<file path="config.mk">
export PLATFORM = sky130hd
export DESIGN_NAME = exec_int_sched
export DESIGN_NICKNAME = d
export VERILOG_FILES = /design/src/rtl/exec_int_sched_pkg.sv /design/src/rtl/exec_int_tag_pipe.sv /design/src/rtl/exec_int_sched.sv
export SDC_FILE = /design/constraint.sdc
export NUM_CORES = 1
export LEC_CHECK = 0
export CAP_MARGIN = 20
export CORE_MARGIN = 2
export CORE_UTILIZATION = 42
export CTS_CLUSTER_SIZE = 14
export DETAILED_ROUTE_END_ITERATION = 16
export PLACE_DENSITY_LB_ADDON = 0.25
export SLEW_MARGIN = 10
export SYNTH_ARGS = -nofsm -noshare
export SYNTH_HDL_FRONTEND = slang
export SYNTH_SLANG_ARGS = --single-unit
</file>
<file path="constraint.sdc">
create_clock -name clk -period 2.3 [get_ports clk]
set_clock_uncertainty 0.05 [all_clocks]
set_input_delay 0.46 -clock clk [delete_from_list [all_inputs] [get_ports clk]]
set_output_delay 0.46 -clock clk [all_outputs]
set_load 0.01 [all_outputs]
</file>
<file path="src/rtl/exec_int_sched_pkg.sv">
// Shared definitions for the integer execute scheduler: opcodes, instruction
// classes, FSM states, tag layout and the classification helper used by decode.
package exec_int_sched_pkg;

    localparam int DIV_TIMEOUT_DEFAULT = 80;

    localparam logic [4:0] OPC_OP        = 5'b01100;
    localparam logic [4:0] OPC_OP_32     = 5'b01110;
    localparam logic [6:0] FUNCT7_MULDIV = 7'b0000001;

    typedef enum logic [1:0] {
        CLS_ALU,
        CLS_MUL,
        CLS_DIV
    } instr_class_e;

    typedef enum logic [1:0] {
        ST_IDLE,
        ST_MUL_GAP,
        ST_DIV_RUN
    } sched_state_e;

    typedef struct packed {
        logic       valid;
        logic [4:0] rd;
        logic       is_mul;
    } int_tag_t;

    // Illegal encodings fall through to ALU so the datapath raises the exception.
    function automatic instr_class_e classify(input logic [4:0] opcode,
                                              input logic [2:0] funct3,
                                              input logic [6:0] funct7);
        instr_class_e cls;
        cls = CLS_ALU;
        if (((opcode == OPC_OP) || (opcode == OPC_OP_32)) && (funct7 == FUNCT7_MULDIV)) begin
            cls = funct3[2] ? CLS_DIV : CLS_MUL;
        end
        return cls;
    endfunction

endpackage

</file>
<file path="src/rtl/exec_int_tag_pipe.sv">
// Two-stage destination tag pipe for the integer datapath: ALU tags exit from
// stage 0 after one cycle, MUL tags move on to stage 1 and exit after two.
module exec_int_tag_pipe
    import exec_int_sched_pkg::*;
(
    input  logic       clk,
    input  logic       rst_n,
    input  logic       flush,
    input  logic       push_valid,
    input  logic [4:0] push_rd,
    input  logic       push_is_mul,
    input  logic       pop,
    output logic       pop_valid,
    output logic [4:0] pop_rd,
    output logic       any_valid
);

    int_tag_t stage0_q, stage0_d;
    int_tag_t stage1_q, stage1_d;
    int_tag_t exit_tag;

    always_ff @(posedge clk or negedge rst_n) begin
        if (!rst_n) begin
            stage0_q <= '0;
            stage1_q <= '0;
        end else begin
            stage0_q <= stage0_d;
            stage1_q <= stage1_d;
        end
    end

    always_comb begin
        stage0_d = '0;
        stage1_d = '0;
        if (!flush) begin
            stage0_d.valid  = push_valid;
            stage0_d.rd     = push_rd;
            stage0_d.is_mul = push_is_mul;
            if (stage0_q.valid && stage0_q.is_mul) begin
                stage1_d = stage0_q;
            end
        end
    end

    // The multiply gap keeps stage 0 from holding an ALU tag while stage 1 is full.
    always_comb begin
        exit_tag = '0;
        if (stage1_q.valid) begin
            exit_tag = stage1_q;
        end else if (stage0_q.valid && !stage0_q.is_mul) begin
            exit_tag = stage0_q;
        end
    end

    assign pop_valid = exit_tag.valid && pop;
    assign pop_rd    = pop_valid ? exit_tag.rd : 5'd0;
    assign any_valid = stage0_q.valid || stage1_q.valid;

endmodule

</file>
<file path="src/rtl/exec_int_sched.sv">
// Issue and writeback scheduler for the integer execute stage: steers ALU/MUL
// ops to the datapath, DIV to the iterative divider, and tags in-order writeback.
module exec_int_sched
    import exec_int_sched_pkg::*;
#(
    parameter int DIV_TIMEOUT = DIV_TIMEOUT_DEFAULT
) (
    input  logic       clk,
    input  logic       rst_n,
    input  logic       in_valid,
    output logic       in_ready,
    input  logic [4:0] in_opcode,
    input  logic [2:0] in_funct3,
    input  logic [6:0] in_funct7,
    input  logic [4:0] in_rd,
    input  logic       flush,
    output logic       int_issue,
    input  logic       int_result_valid,
    output logic       div_start,
    output logic       div_abort,
    input  logic       div_done,
    output logic       wb_valid,
    output logic [4:0] wb_rd,
    output logic       wb_sel,
    output logic       sched_error,
    output logic       busy
);

    localparam int               CNT_W        = $clog2(DIV_TIMEOUT + 1);
    localparam logic [CNT_W-1:0] TIMEOUT_LAST = CNT_W'(DIV_TIMEOUT - 1);

    sched_state_e     state_q, state_d;
    logic [CNT_W-1:0] div_cnt_q, div_cnt_d;
    logic [4:0]       div_rd_q, div_rd_d;

    instr_class_e in_class;
    logic         accept;
    logic         div_hit;
    logic         div_timeout;
    logic         tag_pop_valid;
    logic [4:0]   tag_pop_rd;
    logic         tag_any_valid;

    assign in_class    = classify(in_opcode, in_funct3, in_funct7);
    assign accept      = in_valid && (state_q == ST_IDLE) && !flush;
    assign div_hit     = (state_q == ST_DIV_RUN) && div_done && !flush;
    assign div_timeout = (state_q == ST_DIV_RUN) && !div_done && !flush &&
                         (div_cnt_q == TIMEOUT_LAST);

    always_ff @(posedge clk or negedge rst_n) begin
        if (!rst_n) begin
            state_q   <= ST_IDLE;
            div_cnt_q <= '0;
            div_rd_q  <= '0;
        end else begin
            state_q   <= state_d;
            div_cnt_q <= div_cnt_d;
            div_rd_q  <= div_rd_d;
        end
    end

    always_comb begin
        state_d   = state_q;
        div_cnt_d = div_cnt_q;
        div_rd_d  = div_rd_q;
        if (flush) begin
            state_d   = ST_IDLE;
            div_cnt_d = '0;
        end else begin
            case (state_q)
                ST_IDLE: begin
                    if (accept && (in_class == CLS_MUL)) begin
                        state_d = ST_MUL_GAP;
                    end else if (accept && (in_class == CLS_DIV)) begin
                        state_d   = ST_DIV_RUN;
                        div_rd_d  = in_rd;
                        div_cnt_d = '0;
                    end
                end
                ST_MUL_GAP: state_d = ST_IDLE;
                ST_DIV_RUN: begin
                    if (div_hit || div_timeout) begin
                        state_d = ST_IDLE;
                    end else begin
                        div_cnt_d = div_cnt_q + CNT_W'(1);
                    end
                end
                default: state_d = ST_IDLE;
            endcase
        end
    end

    // Divider results can only land after the integer tags have drained, so the
    // two writeback sources never coincide.
    always_comb begin
        in_ready    = (state_q == ST_IDLE) && !flush;
        int_issue   = accept && (in_class != CLS_DIV);
        div_start   = accept && (in_class == CLS_DIV);
        div_abort   = div_timeout || (flush && (state_q == ST_DIV_RUN));
        sched_error = div_timeout;
        wb_valid    = div_hit || (tag_pop_valid && !flush);
        wb_sel      = div_hit;
        wb_rd       = 5'd0;
        if (div_hit) begin
            wb_rd = div_rd_q;
        end else if (tag_pop_valid && !flush) begin
            wb_rd = tag_pop_rd;
        end
        busy        = (state_q != ST_IDLE) || tag_any_valid;
    end

    exec_int_tag_pipe u_tag_pipe (
        .clk         (clk),
        .rst_n       (rst_n),
        .flush       (flush),
        .push_valid  (int_issue),
        .push_rd     (in_rd),
        .push_is_mul (in_class == CLS_MUL),
        .pop         (int_result_valid),
        .pop_valid   (tag_pop_valid),
        .pop_rd      (tag_pop_rd),
        .any_valid   (tag_any_valid)
    );

endmodule
</file>
==> results of run 1 <==
-- flip-flops by register name, indices dropped and copies added (netlist names) --
| signal | flops |
|---|---|
| div_rd_q | 5 |
| u_tag_pipe.stage0_q | 7 |
| u_tag_pipe.stage1_q | 6 |
| div_cnt_q | 7 |
| state_q | 2 |
-- synthesized netlist by cell type (2+ instances only) --
cell	count
nor4_1	4
and2_1	5
a31oi_1	3
a21oi_1	8
nor2_1	4
dfrtp_1	27
nand2_1	7
nand3_1	4
nor3_1	2
nor2b_1	6
nand2b_1	2
o21ai_0	7
inv_1	2
buf_6	2
clkbuf_1	4
xor2_1	2
mux2_2	5
nor3b_1	2
or3_1	4
or4_1	2
mux2i_1	5
-- metal layers --
| metal | vias to the layer above | share of wire (%) | routed length (um) | track usage, % |
|---|---|---|---|---|
| met3 | 6 | 4.5 | 153 | 2.77 |
| met1 | 605 | 41 | 1390 | 25.9 |
| met2 | 41 | 52 | 1770 | 37.5 |
| met5 | - | 0 | 0 | 0 |
| li1 | 585 | - | - | - |
| met4 | 0 | 1.8 | 61 | 4.97 |
-- metrics by stage --
step                      cell area, um^2  setup TNS (ns)  hold WS, ns
after floorplan                      1370               0        0.114
after global placement               1890           -9.47        0.411
after detailed placement             1890           -9.39        0.421
after CTS                            1980          -0.291        0.442
after global routing                 2000          -0.426        0.383
final                                2000          -0.230        0.373
-- report_power, final --
part / internal [uW] / switching [uW]
Sequential: 480 / 3.20
Combinational: 56.7 / 44.0
Clock: 65.4 / 146
Total: 602 / 193
-- cells by family (layout without fill, tap and decap cells) --
family	count (synthesis)	in the layout	synth area share [%]
AO/OA/AOI/OAI	24	24	10.4
XOR/XNOR	2	2	1.29
adder cells (fa/ha/maj)	1	1	0.919
buffers and inverters	8	69	3.31
flip-flops	27	27	49.6
multiplexers	10	10	7.81
AND/OR/NAND/NOR	55	55	26.7
-- worst paths after layout --
path	endpoint	slack [ns]	cells past startpoint
max in group asynchronous	div_cnt_q[2]	1.51	2
hold reg to reg	u_tag_pipe.stage1_q[5]	0.45	1
min in group asynchronous	u_tag_pipe.stage1_q[5]	0.42	2
setup reg to reg	div_rd_q[0]	0.12	6
hold / removal	u_tag_pipe.stage0_q[0]	0.37	3
setup / recovery	int_issue	-0.11	6
-- what timing repair did --
action / CTS / global route
buffers inserted: 6 / 1
endpoints found under the setup margin: 13 / 8
pin swaps: 10 / 6
hold buffers: 0 / 0
gates resized for setup: 70 / 4
-- critical path, delay by kind of cell --
family          cells  cell delay (ns)
buf+inv             2             0.22
simple gates        3             1.17
compound gates      1             0.06
-- cell type report --
type | count | area (um^2) | area share, %
flip-flops and latches | 27 | 676 | 33.8
well taps | 44 | 55.1 | 2.76
inverters | 2 | 7.51 | 0.376
multi-input cells | 92 | 711 | 35.6
repair buffers | 63 | 520 | 26.1
clock inverters | 1 | 5.00 | 0.251
clock buffers | 3 | 22.5 | 1.13
==> impl_metrics.tcl, run 1 <==
set metrics [dict create \
    synth.distinct_cells 41 \
    worstReg2RegStart "state_q[1]" \
    yosysTopAreaCellShare_pct 49.6 \
    synth_fp_nets 154 \
    post-place-ws_ns -0.833 \
    period_share_pct 105 \
    syn_area_um2 1360 \
    post-route-util_pct 64.9 \
    syn_to_final_growth_pct 46.7 \
    hold_path.startpoint "in_funct3[2]" \
    drtAntennaViolNets 0 \
    setup_ws_ns -0.114 \
    syn-instance-count 127 \
    slew_headroom_pct 70.1 \
    startpoint_type "primary input" \
    synthFlopType "dfrtp_1" \
    crit_required_ns 1.79 \
    avgRoutedWirePerCell_um 14.5 \
    grt_pass1_wl_um 5660 \
    p_leak_uw 0.000951 \
    diodes 0 \
    ys_ff_latch 27 \
    dr.first_iter.drc_count 19 \
    synth_edf_count 0 \
    nFillCells 262 \
    start_util_pct 44.2 \
    path_clk_slew_ns 0.15 \
    tightest_slew_ns 0.448 \
    worstPathCellList "buf_6, or4_4, or4b_4, nor2_4, a21oi_2, buf_2" \
    cts_inserted_buffers 3 \
    track_usage_pct 20.6 \
    dr.pass1.iters 4 \
    avgSynthCellArea_um2 10.7 \
    port-buffer-count 35 \
    yosys.area.top_type "dfrtp_1" \
    finalSetupViolations 4 \
    tritoncts "built" \
    routed_wl_um 3370 \
    io_pins 39 \
    final_cell_count_no_fill 232 \
    power_uw 795 \
    clock_latency_ns 0.33 \
    min_period_ns 2.41 \
    nNetsFinal 216 \
    gp_congestion 0.887 \
    hpwl_um 2360 \
    rsz0062_at_grt "yes" \
    slowest_delay_ns 0.53 \
    die_area_um2 3710 \
    cts_root_buffer "clkbuf_4" \
    viasPerCell 5.33 \
    fmax_mhz 414 \
    cts.sinks 27 \
    setup.worst_path.start "in_funct7[6]" \
    slowest_stage "or4_4" \
    power.density_nw_per_um2 398 \
    ys_warn_count 0 \
    antenna_found_initial 0 \
    num_rows 20 \
    max-vdd-ir-drop_mv 0.172 \
    grt_pass1_vias 1271 \
    h-tree-depth 1 \
    dp_cells 221 \
    core_um2 3080 \
    ys_seq_area_share_pct 49.6 \
    synthArstFlopShare_pct 100 \
    drc 0 \
    critPathCaptureType "output port" \
    ys_top_cells_by_area "dfrtp_1 50%, mux2_2 4.1%, mux2i_1 3.7%, a21oi_1 2.9%, nor2b_1 2.8%" \
    cp_data_arrival_time_ns 1.90 \
    vias 1237 \
    violations "negative setup slack" \
    cap_violations 0 \
    crit_type "primary input to output port" \
    grt_max_degree 28 \
    grt_overflow 0 \
    drive_above_1_share_pct 35.1 \
    drv_slew 0 \
    die_width_um 60.9 \
    clockBufferDepth 2 \
    die_h_um 60.9 \
    final_cell_mix "27 x dfrtp_1, 27 x buf_4, 15 x clkdlybuf4s50_1" \
    final-hold-violation-count 0 \
    outcome "complete, but fails checks" \
    crit_fanout 2 \
    min_path_type "primary input to register" \
]
(Power assumes the default switching activity.)
==> run 2, diff against run 1 <==
--- a/config.mk
+++ b/config.mk
@@ -6,6 +6,7 @@
 export NUM_CORES = 1
 export LEC_CHECK = 0
 export CAP_MARGIN = 20
+export CORE_ASPECT_RATIO = 0.75
 export CORE_MARGIN = 2
 export CORE_UTILIZATION = 42
 export CTS_CLUSTER_SIZE = 14
==> run 2 against run 1 <==
- the flow still finishes with violations (negative setup slack)
- setup slack better by 0.027 ns
- final area fell by 0.69%
- fmax increased by 1.1%
- critical path type unchanged
- largest cell class unchanged
- highest routed layer unchanged
==> impl_metrics.tcl, run 2 (synthesis results as in run 1) <==
set metrics [dict create \
    outcome "complete, but fails checks" \
    violations "negative setup slack" \
    cts_inserted_buffers 3 \
    avgRoutedWirePerCell_um 14.7 \
    dr.first_iter.drc_count 41 \
    drtAntennaViolNets 0 \
    nFillCells 255 \
    grt_overflow 0 \
    tritoncts "built" \
    ctsHoldBuffers 0 \
    finalSetupViolations 1 \
    cts_root_buffer "clkbuf_8" \
    r2r_cells 5 \
    crit_fanout 2 \
    drc 0 \
    final_common_cell "dfrtp_1" \
    whs_endpoint "u_tag_pipe.stage1_q[5]" \
    clockBufferDepth 2 \
    finalSetupTns_ns -0.0864 \
    routed_wl_um 3260 \
    min_period_ns 2.39 \
    path_clk_slew_ns 0.08 \
    min_path_cells 1 \
    grt_max_degree 28 \
    r2r_end "div_rd_q[3]" \
    rsz0062_at_grt "yes" \
    drv_slew 0 \
    viasPerCell 5.41 \
    h-tree-depth 1 \
    nNetsFinal 212 \
    num_rows 17 \
    period_share_pct 104 \
    startpoint_type "primary input" \
    multiInputGateArea_um2 717 \
    cp_data_arrival_time_ns 1.88 \
    io_pins 39 \
    dr.pass1.iters 4 \
    p_leak_uw 0.000973 \
    critPathCaptureType "output port" \
    grt_pass1_wl_um 5460 \
    track_usage_pct 19.2 \
    start_util_pct 45.1 \
    hold_path.startpoint "u_tag_pipe.stage0_q[5]" \
    clock_latency_ns 0.27 \
    post-place-ws_ns -0.804 \
    final_cell_mix "26 x dfrtp_1, 24 x buf_4, 11 x clkdlybuf4s50_1" \
    die_area_um2 3720 \
    vias 1200 \
    crit_type "primary input to output port" \
    worstReg2RegStart "state_q[0]" \
    rrSetupSlack_ns 0.20 \
    drive_above_1_share_pct 33.7 \
    power.density_nw_per_um2 424 \
    final-hold-violation-count 0 \
    cts.sinks 27 \
    antenna_found_initial 0 \
    core_um2 3020 \
    min_path_type "register to register" \
    die_h_um 53.3 \
    die_width_um 69.7 \
    gp_congestion 0.810 \
    grt_pass1_vias 1244 \
    max-vdd-ir-drop_mv 0.243 \
    syn_to_final_growth_pct 45.7 \
    reg.largest.list "div_cnt_q: 7 flops, u_tag_pipe.stage0_q: 7 flops, u_tag_pipe.stage1_q: 6 flops" \
    port-buffer-count 35 \
    setup_ws_ns -0.0864 \
    seqCellArea_um2 677 \
    whs_ns 0.445 \
    cap_violations 0 \
    tightest_slew_ns 0.489 \
    hpwl_um 2450 \
    diodes 0 \
    crit_required_ns 1.79 \
    slew_headroom_pct 67.4 \
    fmax_mhz 419 \
]
-- run 2: cell types whose count changed in the layout (fill, tap and decap cells not counted), sizes merged --
cell,previous run,this run
buf,38,35
clkbuf,3,4
clkdlybuf4s15,3,1
clkdlybuf4s50,15,11
clkinv,1,0
dlygate4sd2,5,6
dlymetal6s2s,2,6
-- run 2: power breakdown --
part	switching, uW	internal (uW)
combinational	44.0	55.1
clock	136	124
sequential	2.89	480
total	182	659
-- run 2: stage by stage --
step | util [%] | instances | cell area [um^2] | power [uW]
2_1_floorplan | - | 127 | 1370 | 522
3_3_place_gp | 62.6 | 216 | 1890 | 592
3_5_place_dp | 62.6 | 216 | 1890 | 595
4_1_cts | 65.0 | 223 | 1960 | 851
5_1_grt | 65.7 | 222 | 1980 | 884
6_report | 65.7 | 222 | 1980 | 841
-- run 2: layer usage --
layer | GRT usage [%] | part of all wire [%] | vias up | wire length, um
met5 | 0 | 0 | - | 0
li1 | - | - | 583 | -
met3 | 4.76 | 4.8 | 2 | 156
met2 | 35.9 | 50 | 39 | 1620
met1 | 22.5 | 45 | 576 | 1450
met4 | 5.13 | 0.83 | 0 | 27
-- run 2: worst max-delay path by stage --
stage                 start        end  slack, ns  depth (start not counted)
3_5_place_dp   in_funct7[2]  int_issue      -0.80                          6
5_1_grt        in_funct7[6]  int_issue      -0.13                          6
6_report       in_funct7[6]  int_issue      -0.09                          6
3_3_place_gp   in_funct7[2]  int_issue      -0.78                          6
2_1_floorplan  in_funct7[2]  int_issue       0.03                          4
4_1_cts        in_funct7[6]  int_issue      -0.15                          6
-- run 2: repair_timing --
item | 4_1_cts | 5_1_grt
endpoints found under the setup margin | 19 | 6
cloned | 0 | 0
resized for setup | 69 | 11
buffers inserted | 3 | 0
pin swaps | 8 | 5
-- run 2: final cells by class --
cell class,count,area share [%]
timing repair buffer,59,24.7
inverter,2,0.379
tap,38,2.40
clock buffer,4,2.27
sequential,27,34.1
multi-input combinational,92,36.2
-- run 2: worst max-delay path, cell delays in order --
cell and delay, ns:
buf_6 0.09, or4_4 0.52, or4b_4 0.51, nor2_4 0.11, a21oi_2 0.05, buf_2 0.13
